## config.mk

```make
export PLATFORM = sky130hd
export DESIGN_NAME = spike_window_decoder
export DESIGN_NICKNAME = d
export VERILOG_FILES = /design/src/rtl/spike_window_decoder.sv
export SDC_FILE = /design/constraint.sdc
export NUM_CORES = 1
export LEC_CHECK = 0
export ABC_CLOCK_PERIOD_IN_PS = 3800
export CORE_ASPECT_RATIO = 0.7
export CORE_MARGIN = 4
export CORE_UTILIZATION = 50
export CTS_BUF_LIST = sky130_fd_sc_hd__clkbuf_8 sky130_fd_sc_hd__clkbuf_16
export DETAILED_ROUTE_END_ITERATION = 7
export PLACE_DENSITY_LB_ADDON = 0.25
export SETUP_SLACK_MARGIN = 0.02
export SLEW_MARGIN = 20
export SYNTH_ARGS = -nofsm -noshare
export SYNTH_HDL_FRONTEND = slang
export SYNTH_SLANG_ARGS = --single-unit
```

## constraint.sdc

```tcl
create_clock -name clk -period 3.8 [get_ports clk]
set_input_delay 0.38 -clock clk [delete_from_list [all_inputs] [get_ports clk]]
set_output_delay 0.38 -clock clk [all_outputs]
set_load 0.005 [all_outputs]
```

## src/rtl/spike_window_decoder.sv

```systemverilog
// spike_window_decoder
// Classification readout for the two-layer spiking network. Counts spikes of
// the three output neurons over a programmable window of L clock cycles and
// publishes the three counts plus the argmax neuron through a valid/ready
// result port. An unconsumed result that gets overwritten raises a sticky
// overrun flag.
module spike_window_decoder #(
  parameter int CNT_W = 8,
  parameter int WIN_W = 16
) (
  input  logic             clk,
  input  logic             reset,
  input  logic [2:0]       spikes_in,
  input  logic             enable,
  input  logic [WIN_W-1:0] window_len,
  input  logic             result_ready,
  input  logic             clr_overrun,
  output logic             result_valid,
  output logic [CNT_W-1:0] count0,
  output logic [CNT_W-1:0] count1,
  output logic [CNT_W-1:0] count2,
  output logic [1:0]       winner,
  output logic             overrun,
  output logic             busy
);

  typedef enum logic {
    S_IDLE  = 1'b0,
    S_COUNT = 1'b1
  } state_t;

  localparam logic [CNT_W-1:0] CNT_MAX = '1;
  localparam logic [CNT_W-1:0] CNT_ONE = CNT_W'(1);
  localparam logic [WIN_W-1:0] WIN_ONE = WIN_W'(1);
  localparam logic [1:0]       NO_WINNER = 2'b11;

  state_t           state_q;
  logic [WIN_W-1:0] len_q;
  logic [WIN_W-1:0] tick_q;
  logic             valid_q;
  logic             overrun_q;
  logic [1:0]       winner_q;
  logic [1:0]       winner_d;

  logic [CNT_W-1:0] acc_q   [3];
  logic [CNT_W-1:0] acc_d   [3];
  logic [CNT_W-1:0] count_q [3];

  logic [WIN_W-1:0] len_eff;
  logic             counting;
  logic             win_end;

  // A window length of zero behaves like a one-cycle window.
  assign len_eff  = (window_len == '0) ? WIN_ONE : window_len;
  assign counting = (state_q == S_COUNT);
  // The L-th counting edge closes the window, regardless of enable.
  assign win_end  = counting && (tick_q == (len_q - WIN_ONE));

  genvar gi;
  generate
    for (gi = 0; gi < 3; gi++) begin : g_neuron
      // Saturating increment of this neuron's accumulator.
      assign acc_d[gi] = (spikes_in[gi] && (acc_q[gi] != CNT_MAX))
                         ? (acc_q[gi] + CNT_ONE) : acc_q[gi];

      // Accumulate while counting; clear at window end, on abort and in IDLE.
      always_ff @(posedge clk or posedge reset) begin
        if (reset) begin
          acc_q[gi] <= '0;
        end else if (counting && enable && !win_end) begin
          acc_q[gi] <= acc_d[gi];
        end else begin
          acc_q[gi] <= '0;
        end
      end

      // Publish the count at window end, including this edge's spike.
      always_ff @(posedge clk or posedge reset) begin
        if (reset) begin
          count_q[gi] <= '0;
        end else if (win_end) begin
          count_q[gi] <= acc_d[gi];
        end
      end
    end
  endgenerate

  // Argmax over the closing counts; the lowest index wins ties and an empty
  // window reports no winner.
  always_comb begin
    winner_d = NO_WINNER;
    if ((acc_d[0] == '0) && (acc_d[1] == '0) && (acc_d[2] == '0)) begin
      winner_d = NO_WINNER;
    end else if ((acc_d[0] >= acc_d[1]) && (acc_d[0] >= acc_d[2])) begin
      winner_d = 2'd0;
    end else if (acc_d[1] >= acc_d[2]) begin
      winner_d = 2'd1;
    end else begin
      winner_d = 2'd2;
    end
  end

  // Window controller: state, window length, tick, and the result port flags.
  always_ff @(posedge clk or posedge reset) begin
    if (reset) begin
      state_q   <= S_IDLE;
      len_q     <= WIN_ONE;
      tick_q    <= '0;
      valid_q   <= 1'b0;
      overrun_q <= 1'b0;
      winner_q  <= NO_WINNER;
    end else begin
      case (state_q)
        S_IDLE: begin
          tick_q <= '0;
          if (enable) begin
            len_q   <= len_eff;
            state_q <= S_COUNT;
          end
        end
        S_COUNT: begin
          if (win_end) begin
            tick_q  <= '0;
            len_q   <= len_eff;
            state_q <= enable ? S_COUNT : S_IDLE;
          end else if (!enable) begin
            tick_q  <= '0;
            state_q <= S_IDLE;
          end else begin
            tick_q <= tick_q + WIN_ONE;
          end
        end
        default: begin
          tick_q  <= '0;
          state_q <= S_IDLE;
        end
      endcase

      // A new result always lands; otherwise a handshake empties the port.
      if (win_end) begin
        valid_q  <= 1'b1;
        winner_q <= winner_d;
      end else if (valid_q && result_ready) begin
        valid_q <= 1'b0;
      end

      // Sticky overrun: setting takes priority over the clear request.
      if (win_end && valid_q && !result_ready) begin
        overrun_q <= 1'b1;
      end else if (clr_overrun) begin
        overrun_q <= 1'b0;
      end
    end
  end

  assign result_valid = valid_q;
  assign count0       = count_q[0];
  assign count1       = count_q[1];
  assign count2       = count_q[2];
  assign winner       = winner_q;
  assign overrun      = overrun_q;
  assign busy         = (state_q == S_COUNT);

endmodule

```

==> results.txt <==
----------------------------------------------------
[Timing]
  Setup TNS Final ... 0 ns
  Count of endpoints failing setup in the final report ... 0
  Number of hold-slack violations in the final timing report ... 0
  Worst setup margin ... around 0.57 ns
  Worst hold slack after final layout ... 0.287 ns
  Share of the clock period used by the worst path after layout ... 85.1%
  Top achievable clock speed ... 0.309 GHz
  Slew HR ... between 50 and 60%
  Final Max Slew Viols ... 0
  Clock Skews ... 0.00697 ns
  Unrepaired setup endpoints after global routing ... false
  Min Tclk post-route ... around 3.2 ns
  Worst Max-Slew Pin Slew ... just over 0.7 ns

[Logic synthesis]
  Total of flip-flops plus latches after synthesis ... 85
  Mean Syn Cell Area ... 10.1 um2
  Total standard cell area after synthesis ... 4960 um2
  Sequential fraction of the synthesis area ... a little over two fifths
  Count of different cell masters after synthesis ... 56
  Number of synthesized flops with an enable pin ... 0
  Number of warnings issued by yosys ... 0
  Cell count after synthesis ... 491
  Most used DFF post-synth ... dfrtp_1
  Async set-reset flop share out of synthesis ... 100%
  Net count of the mapped netlist ... around 540

[Global routing]
  First-pass GRT wire length ... 20.2 mm
  Vias in the first global route ... between 3000 and 4000
  GRT Total Usage ... between 20 and 25%
  Aggregate global routing overflow ... 0
  Largest net degree at the start of global routing ... 42
  Number of antenna violations at the first check in global routing ... 0

[Placed design]
  Minimum setup slack after placement ... approximately 0.55 ns
  Buffers on Ports ... 52
  Routability Congestion ... 0.866
  HPWL reported at the end of detailed placement ... 9.07 mm

[Clock tree]
  Clock network latency to the later pin of the worst-skew pair ... 0.34 ns
  CTS clk-pin slew, worst paths ... approximately 0.060 ns
  Maximum buffer depth of the clock tree ... 2
  Library cell used as clock root buffer ... clkbuf_16
  Quantity of hold-fixing buffers added after cts ... 0
  Number of levels the H-tree was split into ... 3
  Number of buffers created by CTS ... 9
  Sinks on the clock net ... 85
  Number of gates given a new drive strength after cts ... 0
  Number of buffers added for setup after CTS ... 0
  CTS tree ... done

[Worst setup path]
  Critical Path End Type ... flop
  Crit path top cell by count ... a21o_1
  Required time of the worst setup path ... 4.08 ns
  Worst path max stage delay ... 0.42 ns
  Critical path launch point ... acc_q[16]$_DFF_PP0_
  Category of the most critical setup path ... reg2reg
  Arrival time of data at the critical path endpoint ... 3.51 ns
  Largest fanout on the critical path ... 8
  Count of buffering cells on the critical path with inverters included ... 1
  Kind of cell adding the most delay to the critical path ... compound AO/OA/AOI/OAI gates
  Origin of the critical flop-to-flop path ... acc_q[16]$_DFF_PP0_
  Startpoint kind of the worst setup timing path ... flop
  Worst-path cell with the longest stage delay ... dfrtp_1
  Cell-by-cell listing of the critical path ... ha_1 > nand4_1 > o21ai_0 > xnor2_1 > inv_1 > ha_1 > nand2b_1 > a21o_1 > a21o_1 > a21oi_1 > o21ai_0 > a21boi_1 > a21o_1

[Pwr]
  Combinational power share ... 12.1%
  Design Power ... ~2.1 mW
  Sequential fraction of design power ... 46.4%
  Pwr/cell area ... about 360 nW/um2
  Pint ... 1.61 mW
  Share of power burned in the clock network ... 41.5%
  Worst vdd ir ... approximately 0.27 mV
  Lkg Pwr ... between 2 and 3 nW
  Switching part of the total ... approximately a quarter
  Psw ... 528 uW

[Floorplan]
  Row count ... 30
  Overall die height ... 91.4 um
  Number of top-level pins ... 53
  Die Wd ... about 130 um
  Core outline area ... 9680 um2
  DIE AREA ... approximately 12000 um2
  Effective utilization at floorplan ... 51.3%

[Min path]
  Worst min path class ... in2async

[Final layout]
  # fillers ... 842
  Syn-to-layout area delta ... 19.9%
  Fraction of final layout cells sized beyond drive strength 1 ... 8.88%
  Nets ... 600
  Number of diodes ... 0
  Post-layout util ... 61.4%

[Detailed routing]
  Final wirelength ... 12.2 mm
  Post-DRT Antenna Nets ... 0
  Drt via density ... 5.85
  Initial DRT Pass Iterations ... 5
  Number of vias in the routed layout ... ~4000
  Wire per inst ... 17.9 um
  Number of DRC violations after detailed routing ... 0
  Number of DRC markers after the initial detailed-route iteration ... 400

[Status]
  Outcome ... finished, final reports clean

[Run]
  Maximum capacitance violations ... 0

----------------------------------------------------
==> registers in the layout (all words and copies together), names as in the netlist <==
name and flops:
overrun 1, tick_q 16, winner 2, len_q 16, count1 8, result_valid 1
acc_q 24, count0 8, busy 1, count2 8
==> cells in the final DEF, fill, tap and decap left out, drive strengths merged, types with 3 or more instances in the layout <==
master,n
dfrtp,82
nor2,54
clkdlybuf4s50,52
mux2,36
xnor2,29
ha,29
inv,26
nand3,23
nand2,18
a21oi,18
nor3,13
xor2,13
nand4,12
o21ai,11
clkbuf,11
nor4,9
mux2i,9
and3,9
a21o,9
nand2b,8
nor2b,7
buf,7
and4,6
a41oi,4
or2,4
and2,4
a31oi,3
nand3b,3
a2111oi,3
a211oi,3
o21a,3
o22ai,3
dfstp,3
clkinv,3
nor4b,3
==> cell type report <==
cell class              instances  area (um2)  area share [%]
multi-input cells             367        2680            45.0
flip-flops and latches         85        2130            35.8
repair buffers                 59         586            9.84
clock buffers                  11         253            4.25
well taps                     128         160            2.69
inverters                      25        95.1            1.60
clock inverters                 5        51.3           0.862
==> per-layer routing <==
layer  up-vias  global-route usage (%)  share of wire (%)
li1       1882                       -                  -
met4         0                    4.82                1.1
met3        12                    6.35                8.4
met1      1916                    34.4                 49
met5         -                       0                  0
met2       167                    30.1                 41
==> cell usage after synthesis, types with 12 or more instances <==
cell     instances  share of area (%)
ha_1            29                7.3
dfrtp_1         82                 41
xnor2_1         29                5.1
inv_1           25                1.9
nand3_1         23                2.3
mux2_1          23                5.2
xor2_1          13                2.3
nand2_1         18                1.4
nor2_1          54                4.1
mux2_2          13                2.9
nor3_1          13                1.3
nand4_1         12                1.5
a21oi_1         17                1.7
==> through the flow <==
step / instances / instance area [um2]
global placement: 664 / 5650
CTS: 680 / 5950
floorplan: 491 / 4960
global route: 680 / 5950
finish: 680 / 5950
detailed placement: 664 / 5650
==> kinds of logic (layout without fill, tap and decap cells) <==
kind of cell	count (synthesis)	in the layout	share of synthesized area [%]
AND/OR/NAND/NOR	181	181	19.6
flip-flops	85	85	42.9
AO/OA/AOI/OAI	70	70	9.60
multiplexers	45	45	9.98
XOR/XNOR	42	42	7.41
buffers and inverters	39	100	3.20
adder cells (fa/ha/maj)	29	29	7.31
==> final timing paths <==
path	slack (ns)	endpoint	cells past startpoint
worst max-delay path	0.57	winner[1]$_DFFE_PP1P_	13
worst min-delay path	0.29	acc_q[15]$_DFF_PP0_	2
worst max register to register	0.57	winner[1]$_DFFE_PP1P_	13
worst min register to register	0.49	count0[3]$_DFFE_PP0P_	1
max in group asynchronous	2.72	len_q[0]$_DFFE_PP1P_	3
min in group clk	0.49	count0[3]$_DFFE_PP0P_	1
==> power by group through the flow <==
stage	Sequential, mW	Combinational (mW)	Clock, mW
finish	0.993	0.259	0.890
CTS	0.992	0.260	0.904
detailed placement	1.01	0.257	0
floorplan	0.992	0.171	0
global placement	1.01	0.250	0
global route	0.998	0.288	0.953
No activity file was read; power rests on OpenSTA's default activity.
